<file path="src/rtl/dual_ram_pkg.sv">
// Shared types and parameter helpers for the dual-port masked RAM.
// Holds the controller state encoding and elaboration-time legality checks.
package dual_ram_pkg;

  typedef enum logic [1:0] {
    RESET = 2'd0,
    CLEAR = 2'd1,
    RUN   = 2'd2
  } state_t;

  function automatic int lanes_of(input int size, input int lane);
    return size / lane;
  endfunction

  // Word must split into whole lanes; read latency is either 1 or 2.
  function automatic bit params_ok(input int size, input int lane,
                                   input int latency, input int depth);
    return (lane > 0) && (size % lane == 0) && (size >= lane) &&
           (latency == 1 || latency == 2) && (depth > 1);
  endfunction

endpackage

</file>
<file path="src/rtl/dual_ram_lane_array.sv">
// Bare storage: lane-masked write port and registered read-first read port.
// Kept free of bypass/reset logic on the array so it maps onto block RAM.
module dual_ram_lane_array
  import dual_ram_pkg::*;
#(
  parameter  int SIZE  = 16,
  parameter  int LANE  = 8,
  parameter  int DEPTH = 256,
  localparam int LANES = lanes_of(SIZE, LANE),
  localparam int AW    = $clog2(DEPTH)
) (
  input  logic             clk,
  input  logic             rst,
  input  logic             we,
  input  logic [AW-1:0]    waddr,
  input  logic [LANES-1:0] wmask,
  input  logic [SIZE-1:0]  wdata,
  input  logic             re,
  input  logic [AW-1:0]    raddr,
  output logic [SIZE-1:0]  rdata
);

  logic [SIZE-1:0] mem [DEPTH];

  // NOTE: the array itself is never reset; a reset branch here would block
  // RAM inference. Initialisation is done by the controller's clear sweep.
  always_ff @(posedge clk) begin
    if (we) begin
      for (int i = 0; i < LANES; i++) begin
        if (wmask[i]) mem[waddr][i*LANE +: LANE] <= wdata[i*LANE +: LANE];
      end
    end
  end

  // NOTE: non-blocking read of mem in the same edge as the write gives
  // read-first (old data) behaviour on an address collision.
  always_ff @(posedge clk) begin
    if (rst)     rdata <= '0;
    else if (re) rdata <= mem[raddr];
  end

endmodule

</file>
<file path="src/rtl/dual_ram_mask_clr.sv">
// Simple dual-port RAM with per-lane write mask, optional post-reset clear
// sweep, write-first/read-first collision handling and 1- or 2-cycle reads.
module dual_ram_mask_clr
  import dual_ram_pkg::*;
#(
  parameter  int              SIZE           = 16,
  parameter  int              LANE           = 8,
  parameter  int              DEPTH          = 256,
  parameter  int              LATENCY        = 1,
  parameter  int              BYPASS         = 1,
  parameter  int              CLEAR_ON_RESET = 1,
  parameter  logic [SIZE-1:0] INIT_VALUE     = '0,
  localparam int              LANES          = lanes_of(SIZE, LANE),
  localparam int              AW             = $clog2(DEPTH)
) (
  input  logic             clk,
  input  logic             rst,
  input  logic [AW-1:0]    waddr,
  input  logic [SIZE-1:0]  write_data,
  input  logic [LANES-1:0] write_mask,
  input  logic             write_en,
  input  logic [AW-1:0]    raddr,
  input  logic             read_en,
  output logic [SIZE-1:0]  read_data,
  output logic             read_valid,
  output logic             busy
);

  if (!params_ok(SIZE, LANE, LATENCY, DEPTH)) begin : g_bad_params
    $error("dual_ram_mask_clr: illegal SIZE/LANE/LATENCY/DEPTH combination");
  end

  localparam logic [AW:0] DEPTH_W = (AW+1)'(DEPTH);

  state_t          state, state_nxt;
  logic [AW-1:0]   clr_cnt;
  logic            active;
  logic            sweeping;
  logic            user_wr;
  logic            rd_acc;
  logic            rd_in_range;
  logic            arr_we;
  logic [AW-1:0]   arr_waddr;
  logic [SIZE-1:0] arr_wdata;
  logic [LANES-1:0] arr_wmask;
  logic [SIZE-1:0] arr_rdata;
  logic            rd_v1, fwd1, oor1;
  logic [LANES-1:0] fmask1;
  logic [SIZE-1:0] fdata1;
  logic [SIZE-1:0] merged;

  assign active      = !rst && (state == RUN);
  assign busy        = !active;
  assign sweeping    = !rst && (state == CLEAR);
  assign rd_in_range = {1'b0, raddr} < DEPTH_W;
  assign user_wr     = active && write_en && ({1'b0, waddr} < DEPTH_W);
  assign rd_acc      = active && read_en;

  // NOTE: every always_comb output gets a default first so no path can
  // leave a variable unassigned and infer a latch.
  always_comb begin
    state_nxt = state;
    case (state)
      RESET:   state_nxt = (CLEAR_ON_RESET != 0) ? CLEAR : RUN;
      CLEAR:   if (clr_cnt == AW'(DEPTH - 1)) state_nxt = RUN;
      RUN:     state_nxt = RUN;
      default: state_nxt = RESET;
    endcase
  end

  always_ff @(posedge clk) begin
    if (rst) begin
      state   <= RESET;
      clr_cnt <= '0;
    end else begin
      state   <= state_nxt;
      clr_cnt <= (state == CLEAR) ? clr_cnt + 1'b1 : '0;
    end
  end

  // The sweep owns the write port while it runs; user writes are gated by busy.
  always_comb begin
    arr_we    = user_wr;
    arr_waddr = waddr;
    arr_wdata = write_data;
    arr_wmask = write_mask;
    if (sweeping) begin
      arr_we    = 1'b1;
      arr_waddr = clr_cnt;
      arr_wdata = INIT_VALUE;
      arr_wmask = '1;
    end
  end

  dual_ram_lane_array #(
    .SIZE  (SIZE),
    .LANE  (LANE),
    .DEPTH (DEPTH)
  ) u_array (
    .clk   (clk),
    .rst   (rst),
    .we    (arr_we),
    .waddr (arr_waddr),
    .wmask (arr_wmask),
    .wdata (arr_wdata),
    .re    (rd_acc),
    .raddr (raddr),
    .rdata (arr_rdata)
  );

  // Side-band captured with each accepted read; only updated on a read so the
  // merged result holds its value between reads.
  always_ff @(posedge clk) begin
    if (rst) begin
      rd_v1  <= 1'b0;
      fwd1   <= 1'b0;
      oor1   <= 1'b0;
      fmask1 <= '0;
      fdata1 <= '0;
    end else begin
      rd_v1 <= rd_acc;
      if (rd_acc) begin
        oor1   <= !rd_in_range;
        fwd1   <= (BYPASS != 0) && user_wr && (waddr == raddr);
        fmask1 <= write_mask;
        fdata1 <= write_data;
      end
    end
  end

  always_comb begin
    merged = arr_rdata;
    for (int i = 0; i < LANES; i++) begin
      if (fwd1 && fmask1[i]) merged[i*LANE +: LANE] = fdata1[i*LANE +: LANE];
    end
    if (oor1) merged = INIT_VALUE;
  end

  if (LATENCY == 2) begin : g_lat2
    logic [SIZE-1:0] rd_q;
    logic            rv_q;
    always_ff @(posedge clk) begin
      if (rst) begin
        rd_q <= '0;
        rv_q <= 1'b0;
      end else begin
        rv_q <= rd_v1;
        if (rd_v1) rd_q <= merged;
      end
    end
    assign read_data  = rd_q;
    assign read_valid = rv_q;
  end else begin : g_lat1
    assign read_data  = merged;
    assign read_valid = rd_v1;
  end

endmodule

</file>
<file path="config.mk">
export PLATFORM = sky130hd
export DESIGN_NAME = dual_ram_mask_clr
export DESIGN_NICKNAME = d
export VERILOG_FILES = /design/src/rtl/dual_ram_pkg.sv /design/src/rtl/dual_ram_lane_array.sv /design/src/rtl/dual_ram_mask_clr.sv
export SDC_FILE = /design/constraint.sdc
export NUM_CORES = 2
export LEC_CHECK = 0
export CAP_MARGIN = 10
export CORE_AREA = 4 4 696 698
export CTS_CLUSTER_SIZE = 14
export DETAILED_ROUTE_END_ITERATION = 12
export DIE_AREA = 0 0 700 702
export DONT_BUFFER_PORTS = 1
export SLEW_MARGIN = 40
export SYNTH_ARGS = -nofsm -noshare
export SYNTH_HDL_FRONTEND = slang
export SYNTH_SLANG_ARGS = --single-unit
</file>
<file path="constraint.sdc">
create_clock -name clk -period 8.6 [get_ports clk]
set_clock_uncertainty 0.2 [all_clocks]
set_input_delay 1.72 -clock clk [delete_from_list [all_inputs] [get_ports clk]]
set_output_delay 1.72 -clock clk [all_outputs]
set_load 0.02 [all_outputs]
</file>
==> impl_metrics.tcl <==
set metrics [dict create \
    outcome "finished, final reports clean" \
    maxCapViolations 0 \
    ys_types 70 \
    critPathLaunchType "input port" \
    ant_nets 0 \
    crit_type "input port to register" \
    start_util_pct 33.92 \
    synth_area_mm2 0.1621 \
    syn_inst 8104 \
    powerDensity_mw_per_mm2 239.5 \
    dp_cells 14165 \
    end_kind "register" \
    num-fill-cells 42645 \
    hold_viol 0 \
    crit_fanout 73 \
    cts.sinks 4142 \
    fin_crit_sh_pct 73.84 \
    io_pins 56 \
    clkLatencyLatePin_ps 960 \
    grtUsageTotal_pct 18.90 \
    pre_cts_slack_ps 1263 \
    cts_resized 0 \
    setup_tns_ps 0 \
    port_buffers 0 \
    antenna_found_initial 39 \
    cts_root_buf "clkbuf_16" \
    grt_pass1_wl_um 662700 \
    finalSetupViolations 0 \
    hold_path.class "register to register" \
    worst_hold_slack_ps 269.3 \
    post-route-drc-count 0 \
    p_leak_nw 56.87 \
    rr_startpoint "state[1]" \
    setup_slack_ps 2250 \
    cts-buffers-inserted 399 \
    fmax_ghz 0.1575 \
    vias 84118 \
    design_area_mm2 0.1840 \
    dr.pass1.iters 6 \
    clk_pin_slew_worst_paths_ps 60 \
    peakVddDrop_mv 0.1861 \
    placementRows 254 \
    synth_ff_type "edfxtp_1" \
    min_to "fdata1[7]" \
    dpl_cell_area_mm2 0.1703 \
    worstHoldStart "fdata1[7]" \
    fin_util_pct 38.49 \
    reg2reg_setup_slack_ps 3550 \
    dieArea_mm2 0.4914 \
    drt_iter0_drc 11893 \
    mostFrequentLayoutCell "edfxtp_1" \
    place_congestion 0.8156 \
    cts_tree "done" \
    die_w_um 700 \
    post-route-min-period_ps 6350 \
    grt_start_max_net_pins 349 \
    die_y_um 702 \
    crit_required_ps 9200 \
    whs_path_depth 2 \
    layout_common_cells "4096 x edfxtp_1, 792 x mux4_2, 627 x mux2i_1, 407 x clkbuf_16, 340 x nor2_2" \
    yosysWarnings 0 \
    yosys.area_share.simple_pct 3.288 \
    synth_compound_area_share_pct 3.270 \
    clk_path_buf_depth 4 \
    wl_per_cell_um 31.89 \
    synthMuxAreaShare_pct 15.09 \
    final_cells 14927 \
    rsz0062_at_grt "no" \
    synth_edf_count 4096 \
    area_growth_pct 13.48 \
    yosys_register_bits 4142 \
    core_area_mm2 0.4780 \
    power_mw 44.05 \
    syn_avg_cell_area_um2 20.01 \
    grt_overflow 0 \
    worst_slew_pin_slew_ps 938.5 \
    synth-xor-area-share_pct 0.06483 \
    cts_hold_buf 0 \
    synthArstFlopShare_pct 0 \
    grt_pass1_vias 83173 \
    regArea_mm2 0.1239 \
    yosysSeqAreaShare_pct 76.43 \
    drive_gt1_share_pct 23.66 \
    place_hpwl_um 282400 \
    arrival_ps 6950 \
    wl_um 476100 \
    fin_nets 8222 \
    synthAdderAreaFrac_pct 0.03087 \
    synth_top_family_by_area "multiplexers" \
    drv_slew 0 \
    r2r_end "u_array.mem[82][13]" \
    worstRegToRegCells 8 \
    multi_input_area_mm2 0.03660 \
    postCtsSetupRepairBufs 0 \
    htree_levels 5 \
    via_per_inst 5.635 \
    synth_nets 8146 \
    slew_headroom_pct 36.77 \
]
-- critical path: stages --
cell,delay (ps)
buf_16,320
buf_16,480
buf_16,400
buf_16,330
buf_16,420
buf_16,370
buf_16,450
mux4_2,570
mux4_2,470
a22o_1,290
nor3_1,520
o32ai_1,170
-- sequential cells by signal (all words and copies together), names as in the netlist --
name           flops
read_valid         1
u_array.mem     4096
fmask1             2
state              2
u_array.rdata     16
clr_cnt            8
fdata1            16
fwd1               1
-- report_power, final --
| part | internal, mW | switching (mW) |
|---|---|---|
| Sequential | 23.1 | 0.0439 |
| Combinational | 0.856 | 2.71 |
| Clock | 9.76 | 7.59 |
-- metal layers --
layer	track usage (%)	vias up	share of wire (%)	routed length [um]
met4	7.656	20	4.2	19910
met2	29.27	4731	46	220100
met3	4.611	821	11	51590
met1	25.63	44934	39	184300
met5	0	-	0.027	128
li1	-	33612	-	-
-- cell usage after synthesis (all sizes together), types with 16 or more instances --
library cell | n | area [um2]
edfxtp | 4096 | 123000
mux4 | 792 | 17840
mux2i | 627 | 6276
nor2 | 622 | 2335
buf | 312 | 2180
nand2 | 252 | 945.9
clkbuf | 196 | 735.7
o221ai | 125 | 1095
o22ai | 122 | 763.2
a21oi | 118 | 590.6
o21ai | 104 | 520.5
nor3 | 63 | 320.3
nand3 | 51 | 255.2
a211oi | 49 | 367.9
a22oi | 46 | 345.3
dfxtp | 46 | 920.9
a221oi | 41 | 359.1
nand3b | 39 | 292.8
and2 | 37 | 231.5
nor2b | 36 | 225.2
a31oi | 33 | 206.5
mux2 | 31 | 349.1
nand4 | 26 | 162.7
nor4 | 24 | 150.1
o211ai | 21 | 157.7
nand2b | 19 | 118.9
and3 | 16 | 100.1
o31ai | 16 | 120.1
-- cell type report --
class | count | share of cell area [%]
sequential | 4142 | 67.36
multi-input combinational | 3442 | 19.89
clock buffer | 499 | 5.778
tap | 6400 | 4.353
timing repair buffer | 183 | 1.408
clock inverter | 237 | 1.160
inverter | 12 | 0.03400
antenna | 12 | 0.01632
-- how the worst max path moves through the flow --
stage / startpoint / end / slack [ps] / depth (start not counted)
after floorplan: rst / u_array.mem[0][12] / 1570 / 5
after global placement: raddr[0] / u_array.rdata[7] / 830 / 10
after detailed placement: raddr[0] / u_array.rdata[7] / 1260 / 11
after CTS: raddr[0] / u_array.rdata[7] / 2280 / 11
after global routing: raddr[0] / u_array.rdata[7] / 1900 / 12
final: raddr[0] / u_array.rdata[7] / 2250 / 12
-- cell families (layout without fill, tap and decap cells) --
kind of cell | Yosys count | in the layout
xor+xnor | 12 | 12
fa+ha+maj | 4 | 4
compound gates | 764 | 764
buf+inv | 520 | 931
simple gates | 1212 | 1212
flops | 4142 | 4142
other cells | 0 | 12
mux | 1450 | 1450
Power figures use the tool's default switching activity.
